File: config.mk
export PLATFORM = sky130hd
export DESIGN_NAME = flash_phy_rd_buf_ctrl
export DESIGN_NICKNAME = d
export VERILOG_FILES = /design/src/rtl/flash_phy_pkg.sv /design/src/rtl/flash_phy_rd_buf_lru.sv /design/src/rtl/flash_phy_rd_buf_ctrl.sv
export SDC_FILE = /design/constraint.sdc
export NUM_CORES = 1
export LEC_CHECK = 0
export CORE_MARGIN = 8
export CORE_UTILIZATION = 40
export DETAILED_ROUTE_END_ITERATION = 12
export GPL_ROUTABILITY_DRIVEN = 0
export GPL_TIMING_DRIVEN = 0
export PLACE_DENSITY = 0.79
export SLEW_MARGIN = 20
export SYNTH_ARGS = -nofsm -noshare
export SYNTH_HDL_FRONTEND = slang
export SYNTH_SLANG_ARGS = --single-unit
File: constraint.sdc
create_clock -name clk_i -period 4.9 [get_ports clk_i]
set_input_delay 0.735 -clock clk_i [delete_from_list [all_inputs] [get_ports clk_i]]
set_output_delay 0.735 -clock clk_i [all_outputs]
set_load 0.02 [all_outputs]
File: src/rtl/flash_phy_pkg.sv
// Shared types and constants for the flash PHY read-buffer logic.
//
// Contents:
//   BankAddrW      - width of a bank-local flash address
//   InfoTypesWidth - width of the info-page type selector
//   NumBufDefault  - default number of read buffers
//   rd_attr_e      - buffer state: Invalid, Wip (read in flight), Valid
//   rd_buf_t       - per-buffer state as seen by the controller
//   rd_buf_match   - tag compare of one buffer against an address/partition/info type
package flash_phy_pkg;

    localparam int BankAddrW      = 16;
    localparam int InfoTypesWidth = 2;
    localparam int NumBufDefault  = 4;

    typedef enum logic [1:0] {
        RdInvalid = 2'b00,
        RdWip     = 2'b01,
        RdValid   = 2'b10
    } rd_attr_e;

    typedef struct packed {
        rd_attr_e                  attr;
        logic [BankAddrW-1:0]      addr;
        logic                      part;
        logic [InfoTypesWidth-1:0] info_sel;
    } rd_buf_t;

    // An Invalid buffer never matches, whatever its stale tag holds.
    function automatic logic rd_buf_match(
        input rd_buf_t                   b,
        input logic [BankAddrW-1:0]      addr,
        input logic                      part,
        input logic [InfoTypesWidth-1:0] info_sel
    );
        return (b.attr != RdInvalid) && (b.addr == addr) &&
               (b.part == part) && (b.info_sel == info_sel);
    endfunction

endpackage

File: src/rtl/flash_phy_rd_buf_lru.sv
// LRU ranking and victim selection for the read buffers.
//
// Ports:
//   clk_i, rst_ni  - clock, async active-low reset
//   clr_i          - return ranks to their index order (buffers disabled)
//   touch_i        - a buffer was hit or allocated this cycle
//   touch_idx_i    - index of the touched buffer
//   invalid_i      - per-buffer Invalid flags
//   valid_i        - per-buffer Valid flags
//   victim_vld_o   - a replaceable buffer exists
//   victim_idx_o   - lowest-index Invalid buffer, else oldest Valid buffer
//
// Rank 0 is most recently used, rank NumBuf-1 least recently used. The ranks
// always form a permutation of 0..NumBuf-1, so the oldest Valid buffer is unique.
module flash_phy_rd_buf_lru
    import flash_phy_pkg::*;
#(
    parameter int NumBuf = NumBufDefault,
    localparam int IdxW  = $clog2(NumBuf)
) (
    input  logic              clk_i,
    input  logic              rst_ni,
    input  logic              clr_i,
    input  logic              touch_i,
    input  logic [IdxW-1:0]   touch_idx_i,
    input  logic [NumBuf-1:0] invalid_i,
    input  logic [NumBuf-1:0] valid_i,
    output logic              victim_vld_o,
    output logic [IdxW-1:0]   victim_idx_o
);

    logic [IdxW-1:0] rank_q [NumBuf];

    logic            inv_found;
    logic [IdxW-1:0] inv_idx;
    logic            val_found;
    logic [IdxW-1:0] val_idx;
    logic [IdxW-1:0] best_rank;

    // Touched buffer moves to rank 0; everything that was younger ages by one.
    always_ff @(posedge clk_i or negedge rst_ni) begin
        if (!rst_ni) begin
            for (int i = 0; i < NumBuf; i++) rank_q[i] <= IdxW'(i);
        end else if (clr_i) begin
            for (int i = 0; i < NumBuf; i++) rank_q[i] <= IdxW'(i);
        end else if (touch_i) begin
            for (int i = 0; i < NumBuf; i++) begin
                if (IdxW'(i) == touch_idx_i) begin
                    rank_q[i] <= '0;
                end else if (rank_q[i] < rank_q[touch_idx_i]) begin
                    rank_q[i] <= rank_q[i] + 1'b1;
                end
            end
        end
    end

    // Invalid buffers are free and preferred; Wip buffers appear in neither mask.
    always_comb begin
        inv_found    = 1'b0;
        inv_idx      = '0;
        val_found    = 1'b0;
        val_idx      = '0;
        best_rank    = '0;
        for (int i = NumBuf - 1; i >= 0; i--) begin
            if (invalid_i[i]) begin
                inv_found = 1'b1;
                inv_idx   = IdxW'(i);
            end
        end
        for (int i = 0; i < NumBuf; i++) begin
            if (valid_i[i] && (!val_found || (rank_q[i] > best_rank))) begin
                val_found = 1'b1;
                best_rank = rank_q[i];
                val_idx   = IdxW'(i);
            end
        end
        victim_vld_o = inv_found || val_found;
        victim_idx_o = inv_found ? inv_idx : val_idx;
    end

endmodule

File: src/rtl/flash_phy_rd_buf_ctrl.sv
// Command side of the flash read buffers.
//
// Looks up incoming reads against the buffer tags, answers hits in the same
// cycle, allocates a victim buffer on a miss and tracks the resulting flash
// reads in order so returning data lands in the buffer allocated for it.
// Program operations wipe every matching buffer.
//
// Ports:
//   clk_i, rst_ni                  - clock, async active-low reset
//   en_i                           - buffer enable; low flushes tracking state
//   req_i, req_addr_i, req_part_i,
//   req_info_sel_i                 - host read request
//   req_ack_o, hit_o, hit_idx_o    - request accepted / hit / buffer index
//   rsp_vld_i                      - flash read data returned
//   prog_i, prog_addr_i,
//   prog_part_i, prog_info_sel_i   - program issued to this location
//   buf_i                          - current state of every buffer
//   alloc_o, update_o, wipe_o      - strobes into the buffer array
//   rsp_orphan_o                   - response with no outstanding read
module flash_phy_rd_buf_ctrl
    import flash_phy_pkg::*;
#(
    parameter int NumBuf       = NumBufDefault,
    parameter int RspFifoDepth = 2,
    localparam int IdxW        = $clog2(NumBuf)
) (
    input  logic                       clk_i,
    input  logic                       rst_ni,
    input  logic                       en_i,
    input  logic                       req_i,
    input  logic [BankAddrW-1:0]       req_addr_i,
    input  logic                       req_part_i,
    input  logic [InfoTypesWidth-1:0]  req_info_sel_i,
    output logic                       req_ack_o,
    output logic                       hit_o,
    output logic [IdxW-1:0]            hit_idx_o,
    input  logic                       rsp_vld_i,
    input  logic                       prog_i,
    input  logic [BankAddrW-1:0]       prog_addr_i,
    input  logic                       prog_part_i,
    input  logic [InfoTypesWidth-1:0]  prog_info_sel_i,
    input  rd_buf_t [NumBuf-1:0]       buf_i,
    output logic [NumBuf-1:0]          alloc_o,
    output logic [NumBuf-1:0]          update_o,
    output logic [NumBuf-1:0]          wipe_o,
    output logic                       rsp_orphan_o
);

    localparam int PtrW = (RspFifoDepth > 1) ? $clog2(RspFifoDepth) : 1;
    localparam int CntW = $clog2(RspFifoDepth + 1);

    // A dead entry belongs to a buffer wiped while its read was in flight.
    typedef struct packed {
        logic            dead;
        logic [IdxW-1:0] idx;
    } fifo_entry_t;

    fifo_entry_t     fifo_q [RspFifoDepth];
    logic [PtrW-1:0] wr_ptr_q, rd_ptr_q;
    logic [CntW-1:0] cnt_q;

    logic [NumBuf-1:0] req_match, prog_match;
    logic [NumBuf-1:0] valid_mask, wip_mask, invalid_mask;
    logic [NumBuf-1:0] hit_vec;
    logic              wip_hit;
    logic [IdxW-1:0]   hit_sel;
    logic              victim_vld;
    logic [IdxW-1:0]   victim_idx;
    logic              fifo_empty, fifo_full;
    fifo_entry_t       head;
    logic              head_dead;
    logic              req_ok, do_hit, do_alloc, push, pop;

    function automatic logic [PtrW-1:0] ptr_inc(input logic [PtrW-1:0] p);
        return (p == PtrW'(RspFifoDepth - 1)) ? '0 : p + 1'b1;
    endfunction

    // Tag lookups for the read request and the program operation.
    always_comb begin
        req_match    = '0;
        prog_match   = '0;
        valid_mask   = '0;
        wip_mask     = '0;
        invalid_mask = '0;
        for (int b = 0; b < NumBuf; b++) begin
            req_match[b]    = rd_buf_match(buf_i[b], req_addr_i, req_part_i, req_info_sel_i);
            prog_match[b]   = rd_buf_match(buf_i[b], prog_addr_i, prog_part_i, prog_info_sel_i);
            valid_mask[b]   = (buf_i[b].attr == RdValid);
            wip_mask[b]     = (buf_i[b].attr == RdWip);
            invalid_mask[b] = (buf_i[b].attr == RdInvalid);
        end
    end

    // Lowest-index Valid match; more than one should never occur.
    always_comb begin
        hit_vec = req_match & valid_mask;
        wip_hit = |(req_match & wip_mask);
        hit_sel = '0;
        for (int b = NumBuf - 1; b >= 0; b--) begin
            if (hit_vec[b]) hit_sel = IdxW'(b);
        end
    end

    flash_phy_rd_buf_lru #(
        .NumBuf (NumBuf)
    ) u_lru (
        .clk_i        (clk_i),
        .rst_ni       (rst_ni),
        .clr_i        (!en_i),
        .touch_i      (do_hit || do_alloc),
        .touch_idx_i  (hit_idx_o),
        .invalid_i    (invalid_mask),
        .valid_i      (valid_mask),
        .victim_vld_o (victim_vld),
        .victim_idx_o (victim_idx)
    );

    // Request and response decisions. A response pops first, so a full FIFO
    // can still accept an allocation in the same cycle. A head whose buffer is
    // being wiped this very cycle is treated as dead already.
    always_comb begin
        fifo_empty = (cnt_q == '0);
        fifo_full  = (cnt_q == CntW'(RspFifoDepth));
        head       = fifo_q[rd_ptr_q];
        head_dead  = head.dead || (prog_i && prog_match[head.idx]);
        pop        = en_i && rsp_vld_i && !fifo_empty;

        req_ok   = en_i && req_i && !prog_i;
        do_hit   = req_ok && (|hit_vec);
        do_alloc = req_ok && !(|hit_vec) && !wip_hit && victim_vld && (!fifo_full || pop);
        push     = do_alloc;

        req_ack_o    = do_hit || do_alloc;
        hit_o        = do_hit;
        hit_idx_o    = do_hit ? hit_sel : (do_alloc ? victim_idx : '0);
        alloc_o      = do_alloc ? (NumBuf'(1'b1) << victim_idx) : '0;
        update_o     = (pop && !head_dead) ? (NumBuf'(1'b1) << head.idx) : '0;
        wipe_o       = (en_i && prog_i) ? prog_match : '0;
        rsp_orphan_o = rsp_vld_i && (!en_i || fifo_empty);
    end

    // In-flight read FIFO. Disabling the buffers drops every tracked read.
    always_ff @(posedge clk_i or negedge rst_ni) begin
        if (!rst_ni) begin
            for (int s = 0; s < RspFifoDepth; s++) fifo_q[s] <= '0;
            wr_ptr_q <= '0;
            rd_ptr_q <= '0;
            cnt_q    <= '0;
        end else if (!en_i) begin
            wr_ptr_q <= '0;
            rd_ptr_q <= '0;
            cnt_q    <= '0;
        end else begin
            for (int s = 0; s < RspFifoDepth; s++) begin
                if (prog_i && prog_match[fifo_q[s].idx]) fifo_q[s].dead <= 1'b1;
            end
            if (push) begin
                fifo_q[wr_ptr_q] <= '{dead: 1'b0, idx: victim_idx};
                wr_ptr_q         <= ptr_inc(wr_ptr_q);
            end
            if (pop) rd_ptr_q <= ptr_inc(rd_ptr_q);
            if (push && !pop)      cnt_q <= cnt_q + 1'b1;
            else if (pop && !push) cnt_q <= cnt_q - 1'b1;
        end
    end

    a_alloc_onehot0: assert property (@(posedge clk_i) disable iff (!rst_ni)
        $onehot0(alloc_o));
    a_update_onehot0: assert property (@(posedge clk_i) disable iff (!rst_ni)
        $onehot0(update_o));
    a_update_to_wip: assert property (@(posedge clk_i) disable iff (!rst_ni)
        (update_o & ~wip_mask) == '0);
    a_no_alloc_wip: assert property (@(posedge clk_i) disable iff (!rst_ni)
        (alloc_o & wip_mask) == '0);

endmodule

# [After elaboration in Yosys (flattened, before gate mapping)]
# Cells that the tools add are included.
[totals] word_cells=233 ff_bits=18
[op_classes] magnitude_cmp=14 n_addsub=8 n_reduce_logical=82 shift=2 n_bitwise=5 eq_ne=44 muxes=67
[ops] cell="$eq A16 B16 Y1" count=8
[ops] cell="$mux W2" count=29
[ops] cell="$logic_and A1 B1 Y1" count=45
[ops] cell="$mux W1" count=22
[ops] cell="$eq A2 B2 Y1" count=8
[ops] cell="$mux W8" count=2
[ops] cell="$ne A3 B1 Y1 const B" count=5
[ops] cell="$logic_not A1 Y1" count=12
[ops] cell="$logic_not A2 Y1" count=6
[ops] cell="$mux W3" count=4
[ops] cell="$mux W4" count=3
[ops] cell="$add A2 B1 Y2 const B" count=5
[ops] cell="$eq A2 B2 Y1 const B" count=5
[ops] cell="$reduce_and A2 Y1" count=5
[ops] cell="$lt A2 B3 Y1 const B" count=3
[ops] cell="$and A4 B4 Y4" count=2
[ops] cell="$eq A1 B1 Y1" count=8
[ops] cell="$eq A2 B1 Y1 const B" count=4
[ops] cell="$logic_or A1 B1 Y1" count=8
[ops] cell="$lt A2 B2 Y1" count=4
[ops] cell="$reduce_bool A2 Y1" count=4
[ops] cell="$reduce_or A4 Y1" count=2
[ops] cell="$shl A1 B2 Y4 const A" count=2
[ops] cell="$bmux W1 S2" count=3
[ops] cell="15 further kinds" count=23

# [Depth between registers and ports, before layout]
[depth] ltp_word=28 ltp_mapped=27 mapped_depth_nobuf=27

# [By module]
# From an unflattened synthesis, not the netlist that was laid out.
[hier_totals] cells_unflattened=445 hier_area_um2=3572.2
[modules_own_cells] mod="flash_phy_rd_buf_ctrl" instances=1 area_per_inst_um2=2693.8 cells_per_inst=342 seq_area_each_um2=250.2
[modules_own_cells] mod="flash_phy_rd_buf_lru" instances=1 area_per_inst_um2=878.3 cells_per_inst=103 seq_area_each_um2=205.2

# [Worst setup path before layout]
# Ideal clock, no wire load.
[synth_path] path_kind="in2reg" startpoint="in buf_i[20] (netlist bit)" endpoint="reg u_lru.rank_q[6] (netlist bit)" setup_time_ps=67 path_buffers=0 cell_stages=26 path_slack_ps=-766 t_arrival_ps=5599 path_cell_list="inv_1 nor2_1 nand2_1 ha_1 nor2b_1 o21ai_0 a21oi_1 mux2_2 ha_1 a21o_1 o22a_1 nand2_1 o21ai_0 ha_1 nor2b_1 o21ai_0 a31oi_1 o311a_1 nand2_1 o21ai_2 nand2_2 clkinv_2 mux2i_1 a221o_1 a2111oi_2 o221a_1"
[synth_between] elab_chain_len=26 word_cells_on_any_way=60 cone_classes="order compare: 4; eq/ne: 4; mux: 22; bitwise: 3; reduce/logical: 27"
[synth_rtl] element="from (decl)" line="flash_phy_rd_buf_ctrl.sv:42" rtl="input rd_buf_t [NumBuf-1:0] buf_i,"
[synth_rtl] element="$eq A2 B2 Y1" line="flash_phy_rd_buf_ctrl.sv:88" rtl="valid_mask[b] = (buf_i[b].attr == RdValid);"
[synth_rtl] element="$mux W2 / $mux W1 (equally long branches)" line="flash_phy_rd_buf_lru.sv:71" rtl="if (valid_i[i] && (!val_found || (rank_q[i] > best_rank))) begin"
[synth_rtl] element="$gt A2 B2 Y1 / $logic_not A1 Y1 (equally long branches)" line="flash_phy_rd_buf_lru.sv:71"
[synth_rtl] element="$logic_or A1 B1 Y1" line="flash_phy_rd_buf_lru.sv:71"
[synth_rtl] element="$logic_and A1 B1 Y1" line="flash_phy_rd_buf_lru.sv:71"
[synth_rtl] element="$mux W2 / $mux W1 (equally long branches)" line="flash_phy_rd_buf_lru.sv:71"
[synth_rtl] element="$gt A2 B2 Y1 / $logic_not A1 Y1 (equally long branches)" line="flash_phy_rd_buf_lru.sv:71"
[synth_rtl] element="$logic_or A1 B1 Y1" line="flash_phy_rd_buf_lru.sv:71"
[synth_rtl] element="[10 not listed]"
[synth_rtl] element="$mux W2 *" line="flash_phy_rd_buf_ctrl.sv:135" rtl="hit_idx_o = do_hit ? hit_sel : (do_alloc ? victim_idx : '0);"
[synth_rtl] element="net hit_idx_o[1]" line="flash_phy_rd_buf_ctrl.sv:36" rtl="output logic [IdxW-1:0] hit_idx_o,"
[synth_rtl] element="$not A2 Y3 (implied by the code)" line="flash_phy_rd_buf_lru.sv:50" rtl="end else if (rank_q[i] < rank_q[touch_idx_i]) begin"
[synth_rtl] element="$bmux W2 S2" line="flash_phy_rd_buf_lru.sv:50"
[synth_rtl] element="$mux W2 (implied by the code) (2 in series)" line="flash_phy_rd_buf_lru.sv:50"
[synth_rtl] element="$lt A2 B2 Y1" line="flash_phy_rd_buf_lru.sv:50"
[synth_rtl] element="$ne A3 B1 Y1 (no line)"
[synth_rtl] element="$reduce_and A2 Y1 (no line)"
[synth_rtl] element="to (signal, indexed assignment)" line="flash_phy_rd_buf_lru.sv:51" rtl="rank_q[i] <= rank_q[i] + 1'b1;"
[synth_rtl] element="to (decl)" line="flash_phy_rd_buf_lru.sv:32" rtl="logic [IdxW-1:0] rank_q [NumBuf];"
# Mark *: on every way through the listed nets, which the timed path passes. The rest lies on a longest branch. The select of a mux whose other input is x is not followed.
# A chain may end at the register's enable or synchronous reset.

# [Worst setup path after layout]
[layout_path] startpoint="in buf_i[19] (netlist bit)" endpoint="reg u_lru.rank_q[6] (netlist bit)"
[layout_between] elab_chain_len=26 word_cells_on_any_way=60 cone_classes="order compare: 4; eq/ne: 4; mux: 22; bitwise: 3; reduce/logical: 27"
[layout_rtl] element="$eq A2 B2 Y1" line="flash_phy_rd_buf_ctrl.sv:88"
[layout_rtl] element="$mux W2 / $mux W1 (equally long branches)" line="flash_phy_rd_buf_lru.sv:71"
[layout_rtl] element="$gt A2 B2 Y1 / $logic_not A1 Y1 (equally long branches)" line="flash_phy_rd_buf_lru.sv:71"
[layout_rtl] element="$logic_or A1 B1 Y1" line="flash_phy_rd_buf_lru.sv:71"
[layout_rtl] element="$logic_and A1 B1 Y1" line="flash_phy_rd_buf_lru.sv:71"
[layout_rtl] element="$mux W2 / $mux W1 (equally long branches)" line="flash_phy_rd_buf_lru.sv:71"
[layout_rtl] element="$gt A2 B2 Y1 / $logic_not A1 Y1 (equally long branches)" line="flash_phy_rd_buf_lru.sv:71"
[layout_rtl] element="$logic_or A1 B1 Y1" line="flash_phy_rd_buf_lru.sv:71"
[layout_rtl] element="[7 not listed]"
[layout_rtl] element="$logic_and A1 B1 Y1 (2 in series)" line="flash_phy_rd_buf_ctrl.sv:130" rtl="do_alloc = req_ok && !(|hit_vec) && !wip_hit && victim_vld && (!fifo_full || pop);"
[layout_rtl] element="$mux W2 (2 in series)" line="flash_phy_rd_buf_ctrl.sv:135"
[layout_rtl] element="$not A2 Y3 (implied by the code)" line="flash_phy_rd_buf_lru.sv:50"
[layout_rtl] element="$bmux W2 S2" line="flash_phy_rd_buf_lru.sv:50"
[layout_rtl] element="$mux W2 (implied by the code) (2 in series)" line="flash_phy_rd_buf_lru.sv:50"
[layout_rtl] element="$lt A2 B2 Y1" line="flash_phy_rd_buf_lru.sv:50"
[layout_rtl] element="$ne A3 B1 Y1 (no line)"
[layout_rtl] element="$reduce_and A2 Y1 (no line)"
# Several ways; a longest one is shown, not always the timed one. The select of a mux whose other input is x is not followed.

==> flow_metrics.tcl <==
set metrics [dict create \
    die_h_um 109.6 \
    synth_simple_gate_area_share 0.2472 \
    detail_route.vias_per_cell 5.812 \
    floorplan.die_area_um2 12020 \
    synth_seq_cells 18 \
    path_class "in2reg" \
    critical-path-max-stage-delay_ns 0.43 \
    outcome "finished, violations left" \
    tritoncts "yes" \
    muxShareOfSynthArea 0.02497 \
    netSwitchingPower_uw 303.2 \
    synth_warnings 0 \
    detail_route.drc_violations 0 \
    clock_tree.htree_level_count 1 \
    sequential_area_share_after_synthesis 0.1299 \
    routed_wirelength_mm 15.31 \
    cts_num_sinks 18 \
    port_buffers 138 \
    mappedNetlistNets 584 \
    worstPathRequired_ns 5.10 \
    antenna_left 0 \
    endpoint_kind "flip-flop" \
    area_overhead_vs_synth_pct 60.86 \
    cell_count_final_fillers_out 733 \
    first_global_vias 4565 \
    postCtsHoldBufs 0 \
    yosysUniqueCellTypes 60 \
    critical_path.max_fanout 4 \
    vias_post_dr 4260 \
    comb_power_share 0.602 \
    synth_top_cells_by_area "xnor2_1, xor2_1, dfrtp_1" \
    wire_length_of_the_first_global_routing_pass_mm 23.13 \
    dpl.hpwl_mm 12.23 \
    grt_antenna_before_repair 1 \
    p_int_uw 482.8 \
    unrepaired_setup_endpoints_after_global_routing "yes" \
    synth_largest_area_cell "xnor2_1" \
    min_path_type "reg2reg" \
    cp_slowest_cell "a221o_1" \
    ios 145 \
    swShare 0.3858 \
    synthAdderAreaFrac 0.02141 \
    synthCells 450 \
    synth_top_family_by_area "XOR/XNOR gates" \
    floorplan.die.width_um 109.6 \
    cts_buffer_depth 2 \
    postSynth.topFlopCell "dfrtp_1" \
    avgSynthCellArea_um2 7.794 \
    grt.overflow.total 0 \
    violations "setup timing" \
    timing.clock.skew_ns 0.003643 \
    power_density_nw_per_um2 139.3 \
    synth_xor_area_frac 0.3821 \
    grt_max_degree 19 \
    groute.usage.overall 0.2467 \
    floorplan.core_area_um2 8593 \
    synth_top_cell_area_share 0.2148 \
    final_nets 759 \
    design_power_total_uw 786.0 \
    max-cap-violations 0 \
    vdd.ir_drop.worst_mv 0.08478 \
    clk-insertion-delay-late_ns 0.26 \
    fin_crit_sh 1.099 \
    critPathLaunchType "primary input" \
    detail_route.wl_per_cell_um 20.89 \
    seq_power_share 0.241 \
    final_hold_viol_count 0 \
    final.min_clock_period_ns 5.383 \
    detail_route.iter0.violations 337 \
    cts-buffers-inserted 3 \
    max_slew_margin 0.4581 \
    drt-pass1-iter-count 4 \
    total_leakage_power_nw 2.071 \
    num_rows 34 \
    final-setup-viol-count 13 \
    dpl.cell_count 696 \
    clk_transition_reported_paths_ns 0.07 \
    pin_slew_with_the_least_headroom_to_its_limit_ns 0.8103 \
    slew_violations 0 \
    clock.fmax_mhz 185.8 \
    start_util 0.4081 \
    critical_path_arrival_ns 5.58 \
    setup_ws_ns -0.4833 \
    mappedNetlistArea_um2 3507 \
    complex_gate_fraction_of_the_synthesized_area 0.1620 \
    clkPwrFrac 0.157 \
    share_of_post_route_cells_with_drive_strength_above_1 0.1699 \
    synth-edff-count 0 \
    postSynth.asyncResetShare 1.000 \
    cts_root_buffer "clkbuf_8" \
]
layer usage:
metal	global-route usage	wire (µm)	vias to the layer above	part of all wire
met2	0.4518	7795	229	0.51
met4	0.1138	760	0	0.050
met3	0.06565	1291	63	0.084
met1	0.2567	5461	2001	0.36
li1	-	-	1967	-
met5	0	0	-	0
layout make-up:
type	instances	area, µm²
diodes	1	2.502
well taps	108	135.1
multi-input cells	402	3211
flip-flops and latches	18	455.4
fillers	684	2952
inverters	20	87.58
clock buffers	4	55.05
plain buffers	10	41.29
repair buffers	170	1654
logic make-up (layout without fill, tap and decap cells):
kind of cell,after synthesis,count (layout)
and+or+nand+nor,159,159
xor gates and xnor gates,153,153
AOI/OAI and AO/OA,77,77
buffers and inverters,30,204
DFF,18,18
muxes,7,7
adders and majority gates,6,6
other,0,1
through the flow:
stage	utilization	area (µm²)	hold slack, ns	setup slack, ns	setup TNS, ns
after floorplan	-	3548	0.4394	-0.2739	-0.6696
after global placement	0.5894	5065	0.5069	-1.496	-16.19
after detailed placement	0.5894	5065	0.5231	-1.579	-17.92
after CTS	0.6255	5375	0.5299	-0.3265	-1.898
after global routing	0.6565	5642	0.5698	-0.6652	-7.079
final	0.6565	5642	0.5266	-0.4833	-4.178
power groups by stage:
stage                     Sequential (mW)  Clock (mW)  Combinational [mW]
after floorplan                     0.182           0               0.207
after global placement              0.188           0               0.398
after detailed placement            0.188           0               0.408
after CTS                           0.187       0.125               0.436
after global routing                0.191       0.131               0.505
final                               0.190       0.123               0.473
timing repair:
item,CTS,global route
pin swaps,20,23
endpoints found under the setup margin,14,15
cloned,0,0
buffers inserted,18,16
endpoints found under the hold margin,0,0
gates resized for setup,69,34
layout by cell type (no fill, tap or decap), types with 5 or more instances in the layout:
master,count
clkdlybuf4s50_1,130
xnor2_1,86
xor2_1,67
buf_4,28
nor2_1,27
nand4_1,25
nand2_1,24
nor4_1,18
inv_1,16
o21ai_0,14
dfrtp_1,14
a21oi_1,13
nand3_1,12
buf_6,10
clkbuf_1,9
nor3_1,7
nand2b_1,5
o211ai_1,5
o21a_1,5
path summary, 6_finish.rpt:
| check | endpoint | cells past startpoint | slack, ns | from |
|---|---|---|---|---|
| max in group asynchronous | asynchronous set/reset pin | 1 | 3.45 | rst_ni |
| min | wr_ptr_q$_DFFE_PN0P_ | 1 | 0.53 | wr_ptr_q$_DFFE_PN0P_ |
| max | u_lru.rank_q[6]$_DFFE_PN0P_ | 27 | -0.48 | buf_i[19] |
| min reg2reg | wr_ptr_q$_DFFE_PN0P_ | 1 | 0.53 | wr_ptr_q$_DFFE_PN0P_ |
| max reg2reg | u_lru.rank_q[6]$_DFFE_PN0P_ | 25 | -0.30 | u_lru.rank_q[7]$_DFFE_PN0P_ |
| min in group asynchronous | u_lru.rank_q[5]$_DFFE_PN0P_ | 1 | 0.94 | rst_ni |
cell usage after synthesis (all sizes together) (3+ instances only):
library cell and instances:
and2 7, nor3 12, mux2 4, o211ai 5, nor2b 3, a21oi 17
xor2 67, nand3 12, and3 6, nor4 22, nand2b 5, a31oi 3
clkbuf 10, nand4 25, or2 4, nand2 28, o21ai 19, o2111a 3
inv 19, nor2 29, a32oi 3, o21a 5, dfstp 4, dfrtp 14
xnor2 86, ha 6
worst max-delay path: cells and delay by family:
family          cells  cell delay (ns)
compound gates     12             2.52
mux                 2             0.56
buf+inv             3             0.34
simple gates        7             0.78
fa+ha+maj           3             0.65
(Power assumes the default switching activity.)
